**config.mk**
```make
export PLATFORM = sky130hd
export DESIGN_NAME = stft_ram_reader
export DESIGN_NICKNAME = d
export VERILOG_FILES = /design/src/rtl/stft_ram_reader.sv
export SDC_FILE = /design/constraint.sdc
export NUM_CORES = 1
export LEC_CHECK = 0
export ABC_AREA = 1
export CELL_PAD_IN_SITES_DETAIL_PLACEMENT = 0
export CELL_PAD_IN_SITES_GLOBAL_PLACEMENT = 1
export CORE_MARGIN = 2
export CORE_UTILIZATION = 42
export DETAILED_ROUTE_END_ITERATION = 12
export PLACE_DENSITY_LB_ADDON = 0.1
export REMOVE_ABC_BUFFERS = 1
export SYNTH_ARGS = -nofsm -noshare
export SYNTH_HDL_FRONTEND = slang
export SYNTH_SLANG_ARGS = --single-unit
```
**constraint.sdc**
```tcl
create_clock -name clk -period 2.5 [get_ports clk]
set_clock_uncertainty 0.1 [all_clocks]
set_input_delay 0.375 -clock clk [delete_from_list [all_inputs] [get_ports clk]]
set_output_delay 0.375 -clock clk [all_outputs]
set_load 0.02 [all_outputs]
```
**src/rtl/stft_ram_reader.sv**
```systemverilog
// Spectrogram RAM reader: scans stored magnitudes (bins high to low, FFTs oldest to
// newest) and streams 4-bit pixels on valid/ready with row and frame markers.
module stft_ram_reader #(
  parameter int FFT_SIZE      = 256,
  parameter int NO_FFTS       = 50,
  parameter int ADDRESS_WIDTH = 12,
  parameter int NO_BANKS      = 2
) (
  input  logic                       clk,
  input  logic                       reset,
  input  logic [$clog2(NO_FFTS)-1:0] oldest_fft_idx,
  input  logic                       frame_start,
  input  logic [4*NO_BANKS-1:0]      rd_data,
  output logic                       rd_en,
  output logic [NO_BANKS-1:0]        bank_rd,
  output logic [ADDRESS_WIDTH-1:0]   addr_rd,
  output logic [3:0]                 pix_data,
  output logic                       pix_valid,
  input  logic                       pix_ready,
  output logic                       pix_eol,
  output logic                       pix_last,
  output logic                       busy
);

  localparam int BINS   = FFT_SIZE / 2;
  localparam int SLOT_W = $clog2(NO_FFTS);
  localparam int BIN_W  = $clog2(BINS);
  localparam int LIN_W  = $clog2(NO_FFTS * BINS);
  localparam int BUF_D  = 3;

  typedef enum logic [1:0] {IDLE = 2'd0, SCAN = 2'd1, DRAIN = 2'd2} state_t;

  state_t                   state_r;
  logic [SLOT_W-1:0]        snap_r, slot_r, col_r;
  logic [BIN_W-1:0]         bin_r;
  logic                     rd_en_r, busy_r, iss_eol_r, iss_last_r;
  logic [NO_BANKS-1:0]      bank_rd_r, pend_bank_r;
  logic [ADDRESS_WIDTH-1:0] addr_rd_r;
  logic                     pend_r, pend_eol_r, pend_last_r;
  logic [5:0]               buf_r [BUF_D];
  logic [1:0]               cnt_r;
  logic                     pix_valid_r;

  logic                     pop_s, issue_s, eol_s, last_s;
  logic [SLOT_W-1:0]        pos_slot_s, pos_col_s, snap_s, next_slot_s;
  logic [BIN_W-1:0]         pos_bin_s;
  logic [LIN_W-1:0]         lin_s;
  logic [3:0]               field_s;
  logic [5:0]               ent_s [BUF_D];
  logic [1:0]               cnt_pop_s, cnt_s;

  assign pop_s = pix_valid_r & pix_ready;

  // Scan position of the next read, its address, and whether it may issue this cycle
  always_comb begin
    pos_slot_s = slot_r;
    pos_col_s  = col_r;
    pos_bin_s  = bin_r;
    snap_s     = snap_r;
    issue_s    = 1'b0;
    case (state_r)
      IDLE: begin
        pos_slot_s = oldest_fft_idx;
        pos_col_s  = '0;
        pos_bin_s  = BIN_W'(BINS - 1);
        snap_s     = oldest_fft_idx;
        issue_s    = frame_start;
      end
      SCAN:    issue_s = ({1'b0, cnt_r} + {2'b00, rd_en_r}) < (3'd2 + {2'b00, pop_s});
      default: issue_s = 1'b0;
    endcase
    lin_s  = LIN_W'(pos_slot_s) * LIN_W'(BINS) + LIN_W'(pos_bin_s);
    eol_s  = (pos_col_s == SLOT_W'(NO_FFTS - 1));
    last_s = eol_s && (pos_bin_s == '0);
    // Slots run newest-ward by decrementing; each row restarts at the captured oldest slot
    if (eol_s) begin
      next_slot_s = snap_s;
    end else if (pos_slot_s == '0) begin
      next_slot_s = SLOT_W'(NO_FFTS - 1);
    end else begin
      next_slot_s = pos_slot_s - SLOT_W'(1);
    end
  end

  // Frame state machine, scan counters and the read request / response pipeline
  always_ff @(posedge clk or posedge reset) begin
    if (reset) begin
      state_r     <= IDLE;
      snap_r      <= '0;
      slot_r      <= '0;
      col_r       <= '0;
      bin_r       <= '0;
      rd_en_r     <= 1'b0;
      bank_rd_r   <= '0;
      addr_rd_r   <= '0;
      iss_eol_r   <= 1'b0;
      iss_last_r  <= 1'b0;
      pend_r      <= 1'b0;
      pend_bank_r <= '0;
      pend_eol_r  <= 1'b0;
      pend_last_r <= 1'b0;
      busy_r      <= 1'b0;
    end else begin
      rd_en_r     <= issue_s;
      pend_r      <= rd_en_r;
      pend_bank_r <= bank_rd_r;
      pend_eol_r  <= iss_eol_r;
      pend_last_r <= iss_last_r;
      if (issue_s) begin
        bank_rd_r  <= NO_BANKS'(1) << (lin_s >> ADDRESS_WIDTH);
        addr_rd_r  <= ADDRESS_WIDTH'(lin_s);
        iss_eol_r  <= eol_s;
        iss_last_r <= last_s;
        slot_r     <= next_slot_s;
        col_r      <= eol_s ? '0 : pos_col_s + SLOT_W'(1);
        bin_r      <= eol_s ? pos_bin_s - BIN_W'(1) : pos_bin_s;
      end
      case (state_r)
        IDLE: begin
          if (frame_start) begin
            snap_r  <= oldest_fft_idx;
            busy_r  <= 1'b1;
            state_r <= last_s ? DRAIN : SCAN;
          end
        end
        SCAN: begin
          if (issue_s && last_s) state_r <= DRAIN;
        end
        DRAIN: begin
          if (pop_s && buf_r[0][5]) begin
            state_r <= IDLE;
            busy_r  <= 1'b0;
          end
        end
        default: begin
          state_r <= IDLE;
          busy_r  <= 1'b0;
        end
      endcase
    end
  end

  // Picks the returned nibble of the bank that was addressed one cycle earlier
  always_comb begin
    field_s = 4'd0;
    for (int b = 0; b < NO_BANKS; b++) begin
      if (pend_bank_r[b]) field_s = field_s | rd_data[4*b +: 4];
      else                field_s = field_s;
    end
  end

  // Next buffer contents: shift out the head on accept, append the landing read.
  // The issue rule lets one read land on a full pair, hence the spare third slot.
  always_comb begin
    ent_s = buf_r;
    if (pop_s) begin
      for (int i = 0; i < BUF_D - 1; i++) ent_s[i] = buf_r[i+1];
      ent_s[BUF_D-1] = 6'd0;
      cnt_pop_s      = cnt_r - 2'd1;
    end else begin
      cnt_pop_s = cnt_r;
    end
    if (pend_r) begin
      case (cnt_pop_s)
        2'd0:    ent_s[0] = {pend_last_r, pend_eol_r, field_s};
        2'd1:    ent_s[1] = {pend_last_r, pend_eol_r, field_s};
        2'd2:    ent_s[2] = {pend_last_r, pend_eol_r, field_s};
        default: ent_s[0] = ent_s[0];
      endcase
      cnt_s = cnt_pop_s + 2'd1;
    end else begin
      cnt_s = cnt_pop_s;
    end
  end

  // Output buffer registers; entry 0 drives the pixel outputs directly
  always_ff @(posedge clk or posedge reset) begin
    if (reset) begin
      for (int i = 0; i < BUF_D; i++) buf_r[i] <= 6'd0;
      cnt_r       <= 2'd0;
      pix_valid_r <= 1'b0;
    end else begin
      buf_r       <= ent_s;
      cnt_r       <= cnt_s;
      pix_valid_r <= (cnt_s != 2'd0);
    end
  end

  assign rd_en     = rd_en_r;
  assign bank_rd   = bank_rd_r;
  assign addr_rd   = addr_rd_r;
  assign pix_data  = buf_r[0][3:0];
  assign pix_eol   = buf_r[0][4];
  assign pix_last  = buf_r[0][5];
  assign pix_valid = pix_valid_r;
  assign busy      = busy_r;

endmodule

```
======== After elaboration in Yosys (flattened, before gate mapping) ========
Index checks and enable logic that the tools add are counted.
W data, S select, Z words.
word-level totals
  input bits .............................. 18
  bits in registers ....................... 71
  logic and storage cells ................. 78
operators by class
  bitwise operators ....................... 3
  eq/ne operators ......................... 8
  reduce and logical (&&, ||, !) cells .... 11
  magnitude comparators ................... 1
  add/sub/neg operators ................... 8
  shift-type cells ........................ 1
  mux-type cells .......................... 26
operators by type and width
  operator               count
  $mux W6                9
  $mux W18               2
  $mux W7                2
  $add A13 B7 Y13        1
  $mux W2                6
  $mux W4                2
  $logic_not A7 Y1       1
  $sub A7 B1 Y7 const B  1
  $add A6 B1 Y6 const B  1
  $eq A6 B6 Y1 const B   1
  $logic_not A6 Y1       1
  $ne A2 B2 Y1 const B   3
  $pmux W2 S3            1
  $reduce_and A3 Y1      2
  $sub A6 B1 Y6 const B  1
  $eq A2 B1 Y1 const B   2
  $eq A2 B2 Y1 const B   2
  $logic_not A2 Y1       2
  $or A4 B4 Y4           1
  $add A2 B1 Y3          1
  $add A2 B1 Y3 const A  1
  $logic_and A1 B1 Y1    3
  $lt A3 B3 Y1           1
  $pmux W1 S3            1
  9 further kinds        10

======== Logic depth before layout (Yosys ltp) ========
Gate-level depths: netlist (run 1).
  depth after elaboration ................. 7
  mapped depth ............................ 14
  gate-level depth less buffers ........... 12

======== Least setup slack after synthesis (run 1) ========
Ideal clock, no wire load.
  kind .................................... register -> register
  start point ............................. register pix_valid_r (netlist: pix_valid)
  end point ............................... register buf_r, in the netlist pix_data[2]
  setup time .............................. 0.120 ns
  buffers on the path ..................... 1
  path slack .............................. 0.448 ns
  cell stages (with the launch flop) ...... 11
  arrival time ............................ 1.832 ns
  path through ............................ dfrtp_1 -> nand2_1 -> or2_2 -> xnor2_1 -> inv_1 -> ha_1 -> nand2_1 -> clkbuf_1 -> nand3_1 -> o21ai_0 -> inv_1
RTL lines
  what                      line  source
  start: declaration        42    logic pix_valid_r;
  start signal: assignment  185   pix_valid_r <= (cnt_s != 2'd0);
  end signal: assignment    183   buf_r <= ent_s;
  end: declaration          40    logic [5:0] buf_r [BUF_D];

==> results of run 1 <==
-- cell usage after synthesis, types with 5 or more instances --
library cell / n / share of area [%]
sky130_fd_sc_hd__nand4_1: 5 / 0.89
sky130_fd_sc_hd__nand2_2: 5 / 0.89
sky130_fd_sc_hd__nor2_1: 29 / 3.1
sky130_fd_sc_hd__buf_2: 5 / 0.71
sky130_fd_sc_hd__dfrtp_1: 71 / 51
sky130_fd_sc_hd__nand2_1: 92 / 9.8
sky130_fd_sc_hd__o22ai_1: 11 / 2.0
sky130_fd_sc_hd__inv_1: 42 / 4.5
sky130_fd_sc_hd__xor2_1: 10 / 2.5
sky130_fd_sc_hd__a31oi_1: 5 / 0.89
sky130_fd_sc_hd__o21ai_0: 38 / 5.4
sky130_fd_sc_hd__ha_1: 10 / 3.6
sky130_fd_sc_hd__nand3_1: 31 / 4.4
sky130_fd_sc_hd__buf_4: 6 / 1.3
-- where the power goes --
| part | leakage [nW] | internal (W) | total, W | switching (W) |
|---|---|---|---|---|
| Clock | 0.120 | 0.000666 | 0.00113 | 0.000461 |
| Combinational | 1.07 | 0.00104 | 0.00261 | 0.00157 |
| Sequential | 0.863 | 0.00159 | 0.00183 | 0.000244 |
-- layer usage --
layer	vias up	routed length (µm)	part of all wire, %	GRT usage [%]
met5	-	0	0	0
met4	0	86	1.2	6.071
met3	7	176	2.4	3.083
met2	34	3348	45	29.17
met1	1282	3813	51	26.01
li1	1406	-	-	-
-- state kept, by name, summed over array words and instances (netlist names), 4 cells and up --
signal	count
addr_rd	12
bin_r	7
buf_r	12
col_r	6
pix_data	4
slot_r	6
snap_r	6
-- path summary, 6_finish.rpt --
| kind | slack, ns | endpoint | depth (start not counted) | from |
|---|---|---|---|---|
| max | 0.43 | buf_r[11]$_DFF_PP0_ | 9 | pix_ready |
| min | 0.28 | pend_eol_r$_DFF_PP0_ | 0 | iss_eol_r$_DFFE_PP0P_ |
| max reg2reg | 0.43 | slot_r[3]$_DFFE_PP0P_ | 10 | state_r[1]$_DFFE_PP0P_ |
| min reg2reg | 0.28 | pend_eol_r$_DFF_PP0_ | 0 | iss_eol_r$_DFFE_PP0P_ |
| max in group asynchronous | 1.48 | addr_rd[8]$_DFFE_PP0P_ | 3 | reset |
| min in group asynchronous | 0.30 | pix_valid$_DFF_PP0_ | 2 | reset |
-- stage by stage --
step	utilization (%)	instance area (µm²)
4_1_cts	52.39	4283
3_3_place_gp	49.40	4039
5_1_grt	52.39	4283
6_report	52.39	4283
3_5_place_dp	49.40	4039
2_1_floorplan	-	3385
-- worst max-delay path, stage by stage --
cell and delay (ns):
sky130_fd_sc_hd__clkdlybuf4s50_1 0.45, sky130_fd_sc_hd__nand2_1 0.07, sky130_fd_sc_hd__or2_2 0.30, sky130_fd_sc_hd__xnor2_1 0.20, sky130_fd_sc_hd__inv_1 0.09, sky130_fd_sc_hd__ha_1 0.19, sky130_fd_sc_hd__nand2_1 0.27, sky130_fd_sc_hd__o21ai_0 0.17
sky130_fd_sc_hd__o22ai_1 0.13
-- cells by family (layout without fill, tap and decap cells) --
kind of cell    count (synthesis)  after routing  share of synthesized area (%)
simple gates                  178            178                          22.87
flops                          71             71                          50.66
compound gates                 70             70                          11.63
buf+inv                        63            113                          8.276
xor+xnor                       12             12                          2.997
fa+ha+maj                      10             10                          3.568
-- cell usage in the layout (no fill, tap or decap), drive strengths merged, types with 9 or more instances in the layout --
cell type and count:
o22ai 11, ha 10, clkdlybuf4s50 40, xor2 10
buf 13, inv 44, dfrtp 71, o21ai 42
clkbuf 9, nor2 34, nand3 31, nand2 100
-- layout make-up --
cell class / count / area [µm²] / area share (%)
clock inverters: 7 / 120.1 / 2.805
clock buffers: 9 / 123.9 / 2.892
inverters: 44 / 167.7 / 3.915
multi-input cells: 270 / 1440 / 33.63
well taps: 105 / 131.4 / 3.067
repair buffers: 53 / 523.0 / 12.21
flip-flops and latches: 71 / 1777 / 41.48
==> results by stage, run 1 <==
Timing:
- The actual slew at the worst max-slew pin is ~0.54 ns.
- Setup violations remaining at the end of the flow were counted as 0.
- The smallest clock period supported by the final layout is computed as between 2 and 2.5 ns.
- The final hold violation count is 0.
- The aggregate negative setup slack is 0 ns.
- Based on the critical path, the design can be clocked at up to approximately 0.48 GHz.
- The final worst-path setup slack is approximately 0.43 ns.
- The worst hold margin is 0.2811 ns.
- The ratio of final minimum period to clock period is 82.84%.
- Measured against its own limit, the worst slew margin works out to between 60% and 70%.
- The final-report max-slew violation count is 0.
- Setup repair after global routing left no endpoint under its margin.

Place:
- The weighted congestion reported at the end of routability-driven placement is approximately 0.80.
- The number of placed instances, taps included is approximately 540.
- OpenSTA, run right after detailed placement, puts the worst setup slack at 0.09629 ns.
- The placed wire-length estimate is ~5.2 mm.
- In this run the tool buffered the top-level ports with 40 buffer cells.

Final layout:
- The share of post-route cells with drive strength above 1 is between 10% and 20%.
- The total inserted antenna cells is 0.
- The layout has 780 filler cells.
- The final-stage net count is 477.
- The number of cells in the finished layout apart from fillers is 559.
- Relative to the synthesized area, the layout overhead comes to 22.12%.

Power and ir drop:
- The power per cell area is about 1300 nW/µm².
- The leakage power is just over 2 nW.
- The worst voltage drop across the vdd grid is ~0.48 mV.
- Summing internal, switching and leakage power gives ~0.0056 W.

Die:
- between 40 and 50 I/O pins were placed.
- In this run the vertical extent of the chip is 95.38 µm.
- For this configuration, the core starts out at a cell density of between 40 and 50%.
- The area of the die is a little over 9000 µm².
- The number of core rows is 33.
- The die is 95.38 µm wide.
- The core region is 8175 µm².

Worst setup path:
- The kind of start point of the critical path is an input port.
- The worst-path maximum fanout is 12.
- The kind of critical path is in2reg.
- The worst endpoint required time is approximately 2.7 ns.
- For the worst setup path, the data arrival time is about 2.2 ns.
- STA classifies the critical path endpoint as a flop.

Drt:
- Summing over every cut layer, the via total after detailed routing is between 2000 and 3000.
- The number of DRC markers in iteration 0 is about 120.
- The routed wire length per instance is roughly 13 µm.
- The mean number of vias per cell is 4.882.
- Summed over all layers, the routed wires come to about 7.4 mm.
- For this run, design rule violations remaining after detail routing come to 0.
- The number of search-and-repair iterations in the first detailed-routing pass is 4.
- In this run the remaining antenna-violating nets after routing total 0.

Global route:
- The wire length of the first global-routing pass is 13.00 mm.
- The aggregate global-route resource usage is a little under a fifth.
- The via count of the first global-routing pass was between 2000 and 3000.
- Entering global routing, the biggest net connects 34 pins.
- The number of antenna violations at the first check in global routing was 0.
- The total overflow left after global routing is 0.

Yosys:
- The primary flip-flop cell chosen by synthesis mapping is sky130_fd_sc_hd__dfrtp_1.
- The synthesized design contains 71 register bits.
- The synthesized netlist occupies a cell area of approximately 3500 µm².
- Sequential cells were found to cover 50.66% of the synthesized design area.
- The Yosys step of the flow raised 0 warnings.
- The count of mapped cells out of synthesis is a little over 400.
- The number of different library cells used by synthesis comes to 36.
- The mean cell area of the mapped netlist is 8.681 µm².
- Of all flip-flops after synthesis, the portion carrying an async set or reset was 100.0%.
- The number of flops mapped to enable cells by yosys is 0.

Clock network:
- The post-CTS setup repair buffer count is 0.
- CTS built an H-tree with a depth of 3.
- The cell sitting at the root of the clock tree is a sky130_fd_sc_hd__clkbuf_8.
- Clock-pin slew was measured on the worst setup and hold paths at approximately 0.070 ns.
- The total clock buffers created by CTS is 9.
- The quantity of hold-fixing buffers added after cts is 0.
- No sink is reached through more buffers than the 2 on the longest clock path.
- TritonCTS built the clock tree.
- For this design, the sink count on the clock tree is slightly above 70.
- In this run, post-CTS repair resized a total of 0 instances.
- Clock latency on the worst-skew pair, taken at its later pin, is 0.34 ns.

Hold path:
- The min-delay analysis places its worst path in the category reg2reg.

Run status:
- The run finished with clean final reports.

Flow run:
- Across the run, the number of max-cap violations was 0.
No activity file was read; power rests on OpenSTA's default activity.
==> run 2, diff against run 1 <==
Clock period 2.5 ns to 2 ns, I/O delays scaled along.
==> run 2 against run 1 <==
Sequential power rose by 26%. Global-route usage rose by 0.42 points. Clock power rose by 16%. Cell count rose by 4.8%. Critical path type is now reg2reg. Highest routed layer unchanged.
==> results by stage, run 2 (synthesis gave the netlist of run 1 again) <==
Worst setup path:
- The critical path's slowest cell is sky130_fd_sc_hd__dfrtp_1.
- The startpoint of the worst setup timing path is cnt_r[0]$_DFF_PP0_.
- The largest incremental delay on the critical path came to 0.42 ns (-0.03 ns).
- The worst endpoint required time is 2.12 ns (-0.54 ns).
- The startpoint identified for the worst register-to-register timing path is cnt_r[0]$_DFF_PP0_.
- The kind of critical path is reg2reg.
- Traced cell by cell, the critical path runs through ha_1 -> ha_1 -> nor3_1 -> nand2_1 -> nand2_8 -> buf_4 -> nand3_1 -> nand3_1 -> nand2_1.
- The worst-path maximum fanout is 8 (-4).
- The kind of start point of the critical path is a flop.
- The capturing element type of the critical path is a flop.
- The endpoint arrival time on the critical path is 2.02 ns (-0.21 ns).

Clock network:
- The total clock buffers created by CTS is 9 (unchanged).
- The root buffer cell is sky130_fd_sc_hd__clkbuf_8.
- TritonCTS built the clock tree.
- The clock-pin slew of the registers on the worst-case setup and hold paths was 0.08 ns (about the same).
- The maximum clock path buffer count is 2 (unchanged).
- The maximum level of the CTS H-tree is 3 (unchanged).
- The clock sink count is 71 (unchanged).
- The worst-skew pair later-pin latency is 0.33 ns (about the same).

Place:
- The setup slack after placement is -0.3018 ns (-0.3981 ns).
- The number of placed instances, taps included is 567 (+4.4%).
- The weighted congestion reported at the end of routability-driven placement came to 0.7922 (-0.69%).
- The number of buffer cells added on primary ports is 40 (unchanged).
- The placed wire-length estimate was 5.450 mm (+4.4%).

Timing:
- The time the worst path needs with I/O delays and setup is 1.908 ns.
- The worst hold margin is 0.1641 ns (-0.1170 ns).
- The actual slew at the worst max-slew pin is 0.3861 ns (-0.1570 ns).
- The final-report max-slew violation count is 0 (unchanged).
- The worst path uses 95.42% of the clock period.
- The final worst-path setup slack came to 0.09159 ns (-0.3375 ns).
- Timing would allow up to between 0.5 and 0.6 GHz.
- Setup repair after global routing could not meet its margin everywhere.
- The worst slew margin relative to its limit is 74.26% (+11 points).
- The number of endpoints failing setup at the final stage is 0 (unchanged).
- The final hold violation count was 0 (unchanged).

Final layout:
- From synthesis to final layout, the design area changed by 30.72%.
- The number of cells in the finished layout apart from fillers is 586 (+4.8%).
- The layout filler cell count is 768 (-1.5%).
- The area occupied by multi-input gates is 1495 µm² (+3.8%).
- The most common library cell in the layout ignoring fill and taps is sky130_fd_sc_hd__nand2_1.
- The area occupied by registers is 1778 µm² (about the same).
- The share of post-route cells with drive strength above 1 is 18.09% (+7.5 points).
- The total inserted antenna cells came to 0 (unchanged).
- The library cells used most frequently in the layout, excluding fill and tap cells, are 89 x sky130_fd_sc_hd__nand2_1, 70 x sky130_fd_sc_hd__dfrtp_1, 40 x sky130_fd_sc_hd__inv_1, 40 x sky130_fd_sc_hd__clkdlybuf4s50_1, 36 x sky130_fd_sc_hd__o21ai_0.
- The final-stage net count is 504 (+5.7%).
- The share of the core filled with cells in the final layout came to 56.08% (+3.7 points).

Die:
- The core area was 8175 µm² (unchanged).
- The starting utilization of the core area is 42.90% (unchanged).
- The area of the die is 9097 µm² (unchanged).
- The vertical die dimension came to 95.38 µm (unchanged).
- The I/O pin count is 41 (unchanged).
- The die boundary width is 95.38 µm (unchanged).
- The number of core rows was 33 (unchanged).

Drt:
- The number of antenna-violating nets in the routed design is 0 (unchanged).
- The total via count after detailed routing is 2889 (+5.9%).
- The routed wire length per instance came to 13.06 µm (-1.6%).
- The mean number of vias per cell is 4.930 (+0.99%).
- The number of DRC markers in iteration 0 is 109 (-5.2%).
- The number of search-and-repair iterations in the first detailed-routing pass is 4 (unchanged).
- The routed wire length is 7.655 mm (+3.1%).
- The number of design rule violations left after detail routing is 0 (unchanged).

Global route:
- The via count of the first global-routing pass came to 2817 (+3.9%).
- The aggregate global-route resource usage is 18.90% (+0.42 points).
- The number of antenna violations at the first check in global routing is 0 (unchanged).
- The total global routing overflow is 0 (unchanged).
- The largest net degree at the start of global routing is 41 (+21%).
- The wire length of the first global-routing pass is 13.43 mm (+3.3%).

Flow run:
- The max-capacitance violation count is 0 (unchanged).

Run status:
- The flow ran to the end, and the final reports show no timing, DRC or antenna violations.

Power and ir drop:
- The leakage power is 2.213 nW (+8.0%).
- The worst voltage drop across the vdd grid was 0.7826 mV (+62%).
- The power per cell area came to 1682 nW/µm² (+29%).

Hold path:
- The class of the most critical hold timing path is in2async.
-- run 2: final timing paths --
path,end,slack [ns],cells past startpoint
max,state_r[0]$_DFFE_PP0P_,0.09,9
min,pix_data[0]$_DFF_PP0_,0.16,2
max reg2reg,state_r[0]$_DFFE_PP0P_,0.09,9
min reg2reg,pend_last_r$_DFF_PP0_,0.28,0
max in group asynchronous,bin_r[6]$_DFFE_PP0P_,1.07,3
min in group clk,pend_last_r$_DFF_PP0_,0.28,0
-- run 2: cell type report --
type | instances | share of cell area (%)
well taps | 105 | 2.866
clock buffers | 10 | 3.002
clock inverters | 6 | 1.992
inverters | 44 | 3.739
flip-flops and latches | 71 | 38.78
repair buffers | 80 | 17.00
multi-input cells | 270 | 32.61
-- run 2: report_power, final --
part           switching, W  total [W]  internal (W)  leakage, nW
Sequential         0.000327    0.00231       0.00199        0.863
Combinational       0.00217    0.00408       0.00191         1.23
Clock              0.000568    0.00131      0.000746        0.117
-- run 2: worst max-delay path, delay by kind of cell (launching register included) --
kind | cells | cell delay (ns)
simple gates | 6 | 0.75
buf+inv | 1 | 0.14
flops | 1 | 0.42
fa+ha+maj | 2 | 0.39
-- run 2: timing repair --
| action | in CTS | in global routing |
|---|---|---|
| gates resized for setup | 1 | 19 |
| buffers inserted | 0 | 3 |
| setup endpoints to repair | 9 | 32 |
| pin swaps | 0 | 4 |
| hold buffers | 0 | 0 |
-- run 2: routing by layer --
layer	part of all wire (%)	track usage (%)	vias up
li1	-	-	1458
met1	49	26.48	1362
met2	47	30.34	63
met3	3.2	3.241	6
met4	0.90	5.357	0
met5	0	0	-
-- run 2: metrics by stage --
step / instance area [µm²] / total power (W) / setup TNS, ns
after floorplan: 3385 / 0.004456 / -24.59
after global placement: 4269 / 0.006248 / -7.271
after detailed placement: 4269 / 0.006302 / -8.321
after CTS: 4503 / 0.007658 / 0
after global routing: 4584 / 0.008390 / -0.2095
final: 4584 / 0.007710 / 0
==> run 3, diff against run 2 <==
Settings changed: ABC_AREA 1 to unset, CORE_UTILIZATION 42 to 43.
Clock period 2 ns to 2.05 ns, I/O delays scaled along.
==> run 3 against run 2 <==
The run now ends with setup timing left. Die area down 6.9%. First-iteration DRC count shrank 13%. Sequential share of layout area shrank 2.7 points. Wire length up 11%. Register-to-register slack worse by 0.44 ns. Maximum frequency fell by 20%. Cell count fell by 10%. Highest routed layer unchanged.
==> results by stage, run 3 <==
Run status:
- The flow ran to the end, but the final reports show violations.
- The final reports fail on setup timing.

Die:
- The I/O pin count is 41 (unchanged).
- The core area is 7607 µm² (-6.9%).
- The starting utilization of the core area came to 43.82% (+0.92 points).
- The die boundary width was 92.05 µm (-3.5%).
- The area of the die is 8472 µm² (-6.9%).
- The vertical die dimension is 92.05 µm (-3.5%).
- The number of core rows came to 32 (-3.0%).

Timing:
- The worst slew margin relative to its limit is 66.94% (-7.3 points).
- The aggregate negative setup slack is -5.316 ns (-5.316 ns).
- The final worst-path setup slack was -0.3499 ns (-0.4415 ns).
- The time the worst path needs with I/O delays and setup was 2.400 ns (+0.4915 ns).
- The number of endpoints failing setup at the final stage is 36 (+36).
- The highest clock frequency the design can meet was 0.4167 GHz (-20%).
- The final-report max-slew violation count is 0 (unchanged).
- The final hold violation count came to 0 (unchanged).
- The actual slew at the worst max-slew pin is 0.4959 ns (+0.1097 ns).
- Setup repair after global routing could not meet its margin everywhere.
- The ratio of final minimum period to clock period is 117.1% (+22 points).

Worst setup path:
- The register-to-register setup slack came to -0.35 ns (-0.44 ns).
- The worst-path maximum fanout is 5 (-3).
- The kind of critical path is reg2reg.
- The depth of the worst register-to-register path came to 7 (-2).
- The worst register-to-register path ends at state_r[0]$_DFFE_PP0P_.
- The kind of start point of the critical path is a flop.
- The capturing element type of the critical path is a flop.
- The worst register-to-register path begins at state_r[1]$_DFFE_PP0P_.
- The worst endpoint required time was 2.18 ns (+0.06 ns).
- The endpoint arrival time on the critical path is 2.53 ns (+0.51 ns).

Drt:
- The routed wire length is 8.472 mm (+11%).
- The number of DRC markers in iteration 0 came to 95 (-13%).
- The routed wire length per instance was 16.11 µm (+23%).
- The mean number of vias per cell is 5.226 (+6.0%).
- The number of design rule violations left after detail routing is 0 (unchanged).
- The number of search-and-repair iterations in the first detailed-routing pass was 4 (unchanged).
- The number of antenna-violating nets in the routed design came to 0 (unchanged).
- The total via count after detailed routing is 2749 (-4.8%).

Power and ir drop:
- The leakage power is 2.183 nW (-1.3%).
- The overall power of the completed layout is 0.008453 W (+9.6%).
- The worst voltage drop across the vdd grid is 1.221 mV (+56%).
- The power per cell area is 1714 nW/µm² (+1.9%).

Place:
- The placed wire-length estimate was 5.414 mm (-0.65%).
- The number of buffer cells added on primary ports is 40 (unchanged).
- The setup slack after placement came to -0.3728 ns (-0.07090 ns).
- The weighted congestion reported at the end of routability-driven placement is 0.8089 (+2.1%).
- The number of placed instances, taps included is 500 (-12%).

Final layout:
- The share of post-route cells with drive strength above 1 came to 31.13% (+13 points).
- From synthesis to final layout, the design area changed by 47.94%.
- The number of cells in the finished layout apart from fillers is 526 (-10%).
- The library cell used most frequently in the layout, excluding fill and tap cells, is sky130_fd_sc_hd__dfrtp_1.
- The share of the core filled with cells in the final layout is 64.82% (+8.7 points).
- The total inserted antenna cells is 0 (unchanged).
- In the layout the commonest cells are 70 x sky130_fd_sc_hd__dfrtp_1, 45 x sky130_fd_sc_hd__buf_4, 40 x sky130_fd_sc_hd__clkdlybuf4s50_1, 37 x sky130_fd_sc_hd__nand2_1, 28 x sky130_fd_sc_hd__nor2_1.
- The final-stage net count is 448 (-11%).

Clock network:
- The clock-pin slew of the registers on the worst-case setup and hold paths is 0.08 ns (about the same).
- The clock tree from TritonCTS is built.
- The total clock buffers created by CTS is 9 (unchanged).
- The maximum clock path buffer count is 2 (unchanged).
- The cell sitting at the root of the clock tree is a sky130_fd_sc_hd__clkbuf_8.
- The maximum level of the CTS H-tree is 3 (unchanged).
- The worst-skew pair later-pin latency is 0.34 ns (about the same).
- The quantity of hold-fixing buffers added after cts came to 0 (unchanged).
- The clock sink count was 71 (unchanged).

Yosys:
- The primary flip-flop cell chosen by synthesis mapping is sky130_fd_sc_hd__dfrtp_1.
- The share of flip-flops with an asynchronous set or reset came to 100.0% (unchanged).
- The unique cell type count in the Yosys netlist is 49 (+36%).
- Yosys instantiated no cell more often than sky130_fd_sc_hd__dfrtp_1.
- The number of flops mapped to enable cells by yosys is 0 (unchanged).
- The proportion of synthesized chip area in sequential cells is 53.30% (+2.6 points).
- Yosys attributes the largest share of cell area to sky130_fd_sc_hd__dfrtp_1 53%, sky130_fd_sc_hd__nand2_1 5.1%, sky130_fd_sc_hd__mux2i_1 4.8%.
- The number of synthesized register bits was 71 (unchanged).
- Sorting the synthesized cells by how often they occur yields 71 x sky130_fd_sc_hd__dfrtp_1, 45 x sky130_fd_sc_hd__nand2_1, 38 x sky130_fd_sc_hd__nor2_1.
- The Yosys warning count is 0 (unchanged).
- The cell type with the largest total area after synthesis is sky130_fd_sc_hd__dfrtp_1.
- The mapped cell area is 3333 µm² (-5.0%).
- The top-area cell type share of the netlist area is 53.30% (+2.6 points).
- The mean cell area of the mapped netlist is 10.22 µm² (+18%).
- The count of mapped cells out of synthesis is 326 (-19%).

Global route:
- The via count of the first global-routing pass came to 2899 (+2.9%).
- The number of antenna violations at the first check in global routing is 0 (unchanged).
- The largest net degree at the start of global routing came to 72 (+76%).
- The wire length of the first global-routing pass came to 14.12 mm (+5.1%).
- The total global routing overflow was 0 (unchanged).
- The aggregate global-route resource usage is 21.63% (+2.7 points).

Flow run:
- The max-capacitance violation count is 0 (unchanged).

Hold path:
- The class of the most critical hold timing path is in2async.
-- run 3: changes by cell type in the layout (fill, tap and decap cells not counted), sizes merged, moves of 5 or more --
cell,before,now
nand2,100,45
inv,45,9
o21ai,42,12
nand3,31,6
buf,40,62
a21oi,4,22
mux2i,0,16
o22ai,11,1
a32o,0,6
xnor2,2,8
nor2,34,39
o31ai,0,5
-- run 3: final cells by class --
cell class,count,area (µm²)
Fill cell,607,2676
Clock buffer,9,123.9
Tap cell,102,127.6
Clock inverter,6,86.33
Inverter,9,41.29
Sequential cell,71,1778
Timing Repair Buffer,102,1027
Multi-Input combinational cell,227,1747
-- run 3: how the worst max path moves through the flow --
| stage | slack [ns] | depth (start not counted) | from | endpoint |
|---|---|---|---|---|
| floorplan | -0.80 | 7 | rd_en$_DFF_PP0_ | bin_r[3]$_DFFE_PP0P_ |
| global placement | -0.38 | 8 | state_r[1]$_DFFE_PP0P_ | slot_r[1]$_DFFE_PP0P_ |
| CTS | -0.36 | 7 | state_r[0]$_DFFE_PP0P_ | state_r[0]$_DFFE_PP0P_ |
| detailed placement | -0.37 | 8 | state_r[1]$_DFFE_PP0P_ | slot_r[2]$_DFFE_PP0P_ |
| finish | -0.35 | 7 | state_r[1]$_DFFE_PP0P_ | state_r[0]$_DFFE_PP0P_ |
| global route | -0.41 | 7 | state_r[0]$_DFFE_PP0P_ | state_r[0]$_DFFE_PP0P_ |
-- run 3: worst max-delay path: stages (launching register included) --
cell	delay, ns
sky130_fd_sc_hd__dfrtp_1	0.41
sky130_fd_sc_hd__nor2_4	0.07
sky130_fd_sc_hd__nor2_2	0.08
sky130_fd_sc_hd__ha_2	0.18
sky130_fd_sc_hd__or4b_4	0.46
sky130_fd_sc_hd__or4_4	0.50
sky130_fd_sc_hd__or3_4	0.35
sky130_fd_sc_hd__o211a_1	0.14
-- run 3: power breakdown --
group          total, W  leakage [nW]  switching (W)  internal (W)
clock network   0.00121         0.105       0.000536      0.000676
logic           0.00497          1.25        0.00239       0.00259
registers       0.00227         0.828       0.000383       0.00188
total           0.00845          2.18        0.00330       0.00515
-- run 3: repair_timing --
item | in CTS | in global routing
endpoints found under the setup margin | 37 | 44
buffers inserted | 9 | 3
resized for setup | 63 | 41
pin swaps | 10 | 10
gates cloned | 3 | 0
-- run 3: cell families after synthesis --
| logic type | Yosys count | synth area share (%) |
|---|---|---|
| and+or+nand+nor | 117 | 16.25 |
| DFF | 71 | 53.30 |
| AOI/OAI and AO/OA | 69 | 14.11 |
| buffers and inverters | 28 | 3.754 |
| muxes | 17 | 5.143 |
| xor gates and xnor gates | 14 | 3.679 |
| adders and majority gates | 10 | 3.754 |
-- run 3: stage by stage --
step / cell area, µm² / hold WS, ns
floorplan: 3242 / 0.2533
global placement: 4203 / 0.2588
detailed placement: 4203 / 0.2634
CTS: 4788 / 0.2704
global route: 4931 / 0.3045
finish: 4931 / 0.2624
-- run 3: per-layer routing --
| layer | routed length (µm) | track usage [%] | share of wire, % | vias up |
|---|---|---|---|---|
| met5 | 0 | 0 | 0 | - |
| met4 | 206 | 10.32 | 2.4 | 0 |
| met3 | 278 | 3.615 | 3.3 | 18 |
| met2 | 4455 | 36.95 | 53 | 60 |
| met1 | 3532 | 26.67 | 42 | 1344 |
| li1 | - | - | - | 1327 |
